<file path="src/rtl/joystick_reader.sv">
// PmodJSTK poller: periodically runs a 5-byte SPI mode-0 transaction and
// publishes quantized X, raw Y and button state in one update per poll.
module joystick_reader #(
    parameter int unsigned CLK_DIV     = 25,
    parameter int unsigned SS_WAIT     = 750,
    parameter int unsigned BYTE_GAP    = 500,
    parameter int unsigned POLL_CYCLES = 500000
) (
    input  logic       Clk,
    input  logic       Reset,
    input  logic [1:0] Led,
    input  logic       MISO,
    output logic       SS,
    output logic       SCLK,
    output logic       MOSI,
    output logic [3:0] Joystick_data,
    output logic [9:0] Joystick_Y,
    output logic [2:0] Buttons,
    output logic       Data_Valid
);

    localparam int unsigned MAX_A   = (CLK_DIV > SS_WAIT) ? CLK_DIV : SS_WAIT;
    localparam int unsigned MAX_B   = (BYTE_GAP > POLL_CYCLES) ? BYTE_GAP : POLL_CYCLES;
    localparam int unsigned MAX_CNT = (MAX_A > MAX_B) ? MAX_A : MAX_B;
    localparam int unsigned CNT_W   = $clog2(MAX_CNT + 1);

    typedef enum logic [2:0] {
        IDLE  = 3'd0,
        SETUP = 3'd1,
        SHIFT = 3'd2,
        GAP   = 3'd3,
        DONE  = 3'd4
    } state_t;

    state_t           state, state_nxt;
    logic [CNT_W-1:0] cnt, cnt_nxt;
    logic [3:0]       half, half_nxt;
    logic [2:0]       byte_idx, byte_nxt;
    logic [7:0]       tx, tx_nxt;
    logic [7:0]       rx, rx_nxt;
    logic [9:0]       x_raw, x_nxt;
    logic [9:0]       y_raw, y_nxt;
    logic [2:0]       btn_raw, btn_nxt;

    logic             ss_d, sclk_d, mosi_d, dv_d;
    logic [3:0]       x_hi;
    logic [3:0]       jd_d;

    // State, datapath and output registers
    always_ff @(posedge Clk or posedge Reset) begin
        if (Reset) begin
            state         <= IDLE;
            cnt           <= '0;
            half          <= '0;
            byte_idx      <= '0;
            tx            <= '0;
            rx            <= '0;
            x_raw         <= '0;
            y_raw         <= '0;
            btn_raw       <= '0;
            SS            <= 1'b1;
            SCLK          <= 1'b0;
            MOSI          <= 1'b0;
            Data_Valid    <= 1'b0;
            Joystick_data <= 4'd5;
            Joystick_Y    <= 10'd512;
            Buttons       <= 3'b000;
        end else begin
            state      <= state_nxt;
            cnt        <= cnt_nxt;
            half       <= half_nxt;
            byte_idx   <= byte_nxt;
            tx         <= tx_nxt;
            rx         <= rx_nxt;
            x_raw      <= x_nxt;
            y_raw      <= y_nxt;
            btn_raw    <= btn_nxt;
            SS         <= ss_d;
            SCLK       <= sclk_d;
            MOSI       <= mosi_d;
            Data_Valid <= dv_d;
            if (dv_d) begin
                Joystick_data <= jd_d;
                Joystick_Y    <= y_nxt;
                Buttons       <= btn_nxt;
            end
        end
    end

    // Next state: SCLK starts high on SHIFT entry, so even halves are high
    // phases (MISO sampled on entry) and odd halves low (MOSI shifts on entry).
    always_comb begin
        state_nxt = state;
        cnt_nxt   = cnt + CNT_W'(1);
        half_nxt  = half;
        byte_nxt  = byte_idx;
        tx_nxt    = tx;
        rx_nxt    = rx;
        x_nxt     = x_raw;
        y_nxt     = y_raw;
        btn_nxt   = btn_raw;
        case (state)
            IDLE: begin
                if (cnt == CNT_W'(POLL_CYCLES - 1)) begin
                    state_nxt = SETUP;
                    cnt_nxt   = '0;
                    byte_nxt  = '0;
                    tx_nxt    = {6'b100000, Led};
                end
            end
            SETUP: begin
                if (cnt == CNT_W'(SS_WAIT - 1)) begin
                    state_nxt = SHIFT;
                    cnt_nxt   = '0;
                    half_nxt  = '0;
                    rx_nxt    = {rx[6:0], MISO};
                end
            end
            SHIFT: begin
                if (cnt == CNT_W'(CLK_DIV - 1)) begin
                    cnt_nxt  = '0;
                    half_nxt = half + 4'd1;
                    if (!half[0]) begin
                        tx_nxt = {tx[6:0], 1'b0};
                    end else if (half != 4'd15) begin
                        rx_nxt = {rx[6:0], MISO};
                    end
                    if (half == 4'd15) begin
                        case (byte_idx)
                            3'd0:    x_nxt[7:0] = rx;
                            3'd1:    x_nxt[9:8] = rx[1:0];
                            3'd2:    y_nxt[7:0] = rx;
                            3'd3:    y_nxt[9:8] = rx[1:0];
                            default: btn_nxt    = rx[2:0];
                        endcase
                        if (byte_idx == 3'd4) begin
                            state_nxt = DONE;
                        end else begin
                            state_nxt = GAP;
                            byte_nxt  = byte_idx + 3'd1;
                            tx_nxt    = 8'h00;
                        end
                    end
                end
            end
            GAP: begin
                if (cnt == CNT_W'(BYTE_GAP - 1)) begin
                    state_nxt = SHIFT;
                    cnt_nxt   = '0;
                    half_nxt  = '0;
                    rx_nxt    = {rx[6:0], MISO};
                end
            end
            DONE: begin
                state_nxt = IDLE;
                cnt_nxt   = '0;
            end
            default: begin
                state_nxt = IDLE;
                cnt_nxt   = '0;
            end
        endcase
    end

    // Output decode from the upcoming state so the pins are registered
    always_comb begin
        ss_d   = 1'b1;
        sclk_d = 1'b0;
        mosi_d = tx_nxt[7];
        dv_d   = 1'b0;
        x_hi   = x_nxt[9:6];
        jd_d   = (x_hi < 4'd3) ? 4'd0 : x_hi - 4'd3;
        case (state_nxt)
            SETUP, GAP: ss_d = 1'b0;
            SHIFT: begin
                ss_d   = 1'b0;
                sclk_d = !half_nxt[0];
            end
            DONE:    dv_d = 1'b1;
            default: ;
        endcase
    end

endmodule

</file>
<file path="config.mk">
export PLATFORM = sky130hd
export DESIGN_NAME = joystick_reader
export DESIGN_NICKNAME = d
export VERILOG_FILES = /design/src/rtl/joystick_reader.sv
export SDC_FILE = /design/constraint.sdc
export NUM_CORES = 1
export LEC_CHECK = 0
export CAP_MARGIN = 20
export CORE_UTILIZATION = 43
export CTS_CLUSTER_DIAMETER = 40
export DETAILED_ROUTE_END_ITERATION = 6
export SETUP_SLACK_MARGIN = 0.4
export SYNTH_ARGS = -nofsm -noshare
export SYNTH_HDL_FRONTEND = slang
export SYNTH_SLANG_ARGS = --single-unit
</file>
<file path="constraint.sdc">
create_clock -name Clk -period 3.3 [get_ports Clk]
set_input_delay 0.33 -clock Clk [delete_from_list [all_inputs] [get_ports Clk]]
set_output_delay 0.33 -clock Clk [all_outputs]
set_load 0.01 [all_outputs]
</file>
==> results of run 1 <==
-- logic make-up (layout without fill, tap and decap cells) --
kind of cell / count (synthesis) / in the layout / share of synthesized area (%)
AND/OR/NAND/NOR: 138 / 138 / 18.1
flip-flops: 82 / 82 / 53.7
multiplexers: 40 / 40 / 11.8
AO/OA/AOI/OAI: 38 / 38 / 6.72
buffers and inverters: 22 / 65 / 2.61
XOR/XNOR: 17 / 17 / 3.88
adder cells (fa/ha/maj): 10 / 10 / 3.26
-- cell usage in the layout, fill, tap and decap left out, drive strengths merged, types with 7 or more instances in the layout --
master         Yosys  routed
buf                7      12
clkbuf             3       9
clkdlybuf4s50      0      25
dfrtp             78      78
ha                10      10
inv               11      11
mux2              38      38
nand2             31      31
nand3             14      14
nor2              42      42
nor3              15      15
nor4               7       7
o21ai             15      15
xnor2             11      11
-- per-stage QoR --
| step | cell area (sq um) | total power, mW |
|---|---|---|
| final | 4500 | 1.72 |
| after global routing | 4500 | 1.79 |
| after CTS | 4470 | 1.74 |
| after detailed placement | 4280 | 1.06 |
| after global placement | 4280 | 1.05 |
| after floorplan | 3840 | 1.04 |
-- final timing paths --
path                                   from                to  slack (ps)  depth (start not counted)
max                                state[2]  Joystick_data[0]         500                          8
min                                   Reset          y_raw[4]         370                          2
max reg2reg                        state[2]  Joystick_data[0]         500                          8
min reg2reg                Joystick_data[0]  Joystick_data[0]         470                          2
max in group asynchronous             Reset  Joystick_data[0]        2240                          3
min in group Clk           Joystick_data[0]  Joystick_data[0]         470                          2
-- worst register-to-register path, stage by stage, from the launching register on --
cell,delay [ps]
dfrtp_1,470
or3b_1,430
or3_4,380
nor4_4,240
mux2_2,390
ha_1,240
or3b_1,390
or3b_1,170
nand2_1,50
-- layer usage --
| layer | GRT usage, % | wire (um) | vias up |
|---|---|---|---|
| met2 | 28.4 | 3440 | 37 |
| met1 | 24.3 | 3630 | 1270 |
| li1 | - | - | 1291 |
| met3 | 3.13 | 176 | 5 |
| met4 | 6.86 | 72 | 0 |
| met5 | 0 | 0 | - |
-- layout make-up --
type | count | area, sq um
fillers | 820 | 4180
flip-flops and latches | 82 | 2060
multi-input cells | 243 | 1720
repair buffers | 37 | 353
well taps | 108 | 135
clock buffers | 9 | 124
clock inverters | 7 | 65.1
inverters | 12 | 46.3
-- flip-flops by register name, indices dropped and copies added (netlist names) --
signal / flops
Buttons: 3
Data_Valid: 1
Joystick_Y: 10
Joystick_data: 4
SCLK: 1
SS: 1
btn_raw: 3
byte_idx: 3
cnt: 19
half: 4
rx: 8
state: 3
tx: 8
x_raw: 4
y_raw: 10
-- repair_timing --
action	CTS	global route
hold endpoints to repair	0	0
pin swaps	0	3
endpoints found under the setup margin	2	32
resized for setup	2	5
-- where the power goes --
group / switching, mW / leakage, nW / internal (mW)
Clock: 0.397 / 0.0848 / 0.285
Combinational: 0.0202 / 0.825 / 0.00737
Sequential: 0.00116 / 1.11 / 1.00
==> flow_metrics.tcl, run 1 <==
set metrics [dict create \
    status "completed" \
    synth_flop_cell "dfrtp_1" \
    leakage_nw 2.02 \
    dp_hpwl_mm 5.25 \
    synthArstFlopShare_pct 100 \
    worst_hold_slack_ps 373 \
    grt_pass1_vias 2569 \
    cpPeakStageDelay_ps 470 \
    synthesis.instances 347 \
    numClockSinks 82 \
    clk_pin_slew_ps 100 \
    gr-total-overflow 0 \
    path_buf_inv 0 \
    grt_use_total_pct 17.8 \
    wl_mm 7.32 \
    yosysWarnings 0 \
    cts_root_buf "clkbuf_8" \
    viasPerCell 5.23 \
    antenna_found_initial 0 \
    postSynthNetCount 362 \
    cts_buffer_depth 2 \
    worst_slew_pin_slew_ps 656 \
    synth_area_sq_um 3830 \
    crit_slowest_cell "dfrtp_1" \
    place_ws_ps 329 \
    cp.required_ps 3600 \
    grt_pass1_wl_mm 12.5 \
    ir_worst_vdd_uv 289 \
    yosysTopAreaCell "dfrtp_1" \
    worst_slack_ps 505 \
    setup_viol 0 \
    final-max-slew-violation-count 0 \
    port_buffers 25 \
    hold_viol 0 \
    period_needed_ps 2800 \
    synth_top_area_share_pct 50.9 \
    vias 2603 \
    cp_cell_sequence "or3b_1 > or3_4 > nor4_4 > mux2_2 > ha_1 > or3b_1 > or3b_1 > nand2_1" \
    drt_pass1_iterations 4 \
    tritoncts "yes" \
    drive_gt1_share_pct 20.5 \
    die_h_um 96.4 \
    cts_buffers 9 \
    core_sq_um 8680 \
    synthTopCellsByArea "dfrtp_1, mux2_2, nor2_1" \
    ios 26 \
    synth_cell_type_count 48 \
    fin_crit_sh_pct 84.7 \
    place.gp.congestion 0.822 \
    cp_max_fo 10 \
    synth_edf_count 0 \
    clkLatencyLatePin_ps 350 \
    setup_tns_ps 0 \
    placed_cells 482 \
    nNetsFinal 400 \
    path_common_cell "or3b_1" \
    drt-initial-drc-count 93 \
    h-tree-depth 3 \
    ctsHoldBuffers 0 \
    grt_max_degree 47 \
    synth_common_cells "dfrtp_1, nor2_1, mux2_2" \
    hp-class "primary input to asynchronous set/reset pin" \
    ys_ff_latch 82 \
    crit_type "flop to flop" \
    synthMostInstantiatedCell "dfrtp_1" \
    num_antenna_cells 0 \
    start_util_pct 44.2 \
    fin_worst_skew_ps 16.9 \
    slew_headroom_pct 56.2 \
    routedWlPerCell_um 14.7 \
    powerDensity_nw_per_um2 381 \
    yosysSeqAreaShare_pct 53.7 \
    crit_arrival_ps 3090 \
    max_cap_viol_count 0 \
    cp-end-kind "flop" \
    final_cells 498 \
    fp-row-count 34 \
    fmax_ghz 0.358 \
    post_cts_buffers 0 \
    post-route-util_pct 51.9 \
    crit_path_start_kind "flop" \
    synth_area_per_cell_sq_um 11.0 \
    syn2layout_area_growth_pct 17.5 \
    rsz0062_at_grt "yes" \
    ant_nets 0 \
    drc 0 \
    die_area_sq_um 9300 \
    cp_top_family "simple AND/OR/NAND/NOR gates" \
    die_x_um 96.4 \
]
(Power assumes the default switching activity.)
==> run 2: changes to the inputs <==
==> constraint.sdc (replaced) <==
create_clock -name Clk -period 2.8 [get_ports Clk]
set_input_delay 0.28 -clock Clk [delete_from_list [all_inputs] [get_ports Clk]]
set_output_delay 0.28 -clock Clk [all_outputs]
set_load 0.01 [all_outputs]
==> flow_metrics.tcl, run 2 (synthesis gave the netlist of run 1 again) <==
set metrics [dict create \
    status "completed" \
    hp-class "primary input to asynchronous set/reset pin" \
    cts_buffers 9 \
    leakage_nw 2.23 \
    dp_hpwl_mm 5.23 \
    powerDensity_nw_per_um2 467 \
    final_cell_mix "dfrtp_1, nor2_1, nand2_1, buf_4, mux2_2" \
    period_needed_ps 2750 \
    wl_mm 7.95 \
    routedWlPerCell_um 15.3 \
    fin_crit_sh_pct 98.1 \
    drt_pass1_iterations 4 \
    ant_nets 0 \
    h-tree-depth 3 \
    grt_pass1_wl_mm 12.7 \
    die_x_um 96.4 \
    numClockSinks 82 \
    fmax_ghz 0.364 \
    syn2layout_area_growth_pct 28.5 \
    hold_viol 0 \
    worst_slew_pin_slew_ps 546 \
    port_buffers 25 \
    final_cells 520 \
    die_h_um 96.4 \
    largest_reg_flops 19 \
    crit_type "flop to flop" \
    grt_max_degree 67 \
    grt_pass1_vias 2629 \
    drt-initial-drc-count 120 \
    post-route-util_pct 56.8 \
    cts_buffer_depth 2 \
    die_area_sq_um 9300 \
    rr_worst_depth 8 \
    cts_root_buf "clkbuf_8" \
    fp-row-count 34 \
    fin_worst_skew_ps 9.74 \
    max_cap_viol_count 0 \
    clkLatencyLatePin_ps 360 \
    rr_startpoint "state[2]" \
    crit_arrival_ps 3040 \
    fill_cells 739 \
    antenna_found_initial 0 \
    ir_worst_vdd_uv 294 \
    vias 2765 \
    largestRegisters "cnt (19), Joystick_Y (10), y_raw (10)" \
    dpl-instance-area_sq_um 4360 \
    core_sq_um 8680 \
    slew_headroom_pct 63.6 \
    crit_path_start_kind "flop" \
    tritoncts "yes" \
    clk_pin_slew_ps 90 \
    ios 26 \
    design_area_sq_um 4930 \
    place.gp.congestion 0.845 \
    drc 0 \
    reg2reg_slack_ps 50 \
    r2r_end "Joystick_data[0]" \
    fin_total_pwr_mw 2.30 \
    regMostFlops "cnt" \
    cp-end-kind "flop" \
    cp_max_fo 4 \
    num_antenna_cells 0 \
    final_common_cell "dfrtp_1" \
    ctsHoldBuffers 0 \
    final-max-slew-violation-count 0 \
    rsz0062_at_grt "yes" \
    placed_cells 491 \
    nNetsFinal 422 \
    setup_viol 0 \
    cp.required_ps 3100 \
    grt_use_total_pct 18.1 \
    viasPerCell 5.32 \
    gr-total-overflow 0 \
    start_util_pct 44.2 \
    drive_gt1_share_pct 29.4 \
]
run 2: changes by cell type in the layout (fill, tap and decap cells not counted), sizes merged:
cell / before / now
clkinvlp: 3 / 0
clkinv: 5 / 1
bufinv: 0 / 3
buf: 12 / 34
inv: 11 / 15
run 2: layer usage:
metal,part of all wire [%],routed length (um),vias to the layer above,GRT usage [%]
met4,1.1,89,0,7.48
met5,0,0,-,0
li1,-,-,1346,-
met2,46,3620,64,26.4
met1,49,3920,1344,25.8
met3,3.9,311,11,4.54
run 2: final cells by class:
| cell class | instances | area [sq um] | share of cell area (%) |
|---|---|---|---|
| Sequential cell | 82 | 2060 | 41.8 |
| Multi-Input combinational cell | 243 | 1890 | 38.5 |
| Timing Repair Buffer | 59 | 533 | 10.8 |
| Tap cell | 108 | 135 | 2.74 |
| Clock inverter | 7 | 130 | 2.64 |
| Clock buffer | 9 | 124 | 2.51 |
| Inverter | 12 | 48.8 | 0.991 |
run 2: per-stage QoR:
stage                     hold slack [ps]  setup slack (ps)  setup TNS (ps)
after floorplan                       413              42.9               0
after global placement                458               129               0
after detailed placement              459              89.0               0
after CTS                             176               133               0
after global routing                  194             -44.8           -76.6
final                                 173              53.7               0
run 2: repair_timing:
action	CTS	global route
pin swaps	5	9
resized for setup	16	36
setup endpoints to repair	44	53
setup buffers	5	6
gates cloned	0	2
run 2: worst max-delay path by stage:
stage,startpoint,to,slack (ps),depth (start not counted)
3_3_place_gp,state[2],Joystick_data[3],130,7
4_1_cts,state[2],Joystick_data[0],130,8
5_1_grt,state[2],Joystick_data[0],-40,8
2_1_floorplan,state[2],Joystick_data[0],40,10
6_report,state[2],Joystick_data[0],50,8
3_5_place_dp,cnt[1],Joystick_data[0],90,10
run 2: where the power goes:
group | leakage [nW] | switching [mW] | internal [mW]
combinational | 0.999 | 0.0233 | 0.00873
clock | 0.128 | 0.474 | 0.611
sequential | 1.11 | 0.00129 | 1.18
total | 2.23 | 0.499 | 1.80
run 2: critical path, stage by stage (launching register included):
cell	delay, ps
dfrtp_1	410
or3b_4	380
or3_4	440
nor4_4	360
mux2_4	360
ha_4	160
or3b_1	360
or3b_1	170
nand2_1	40
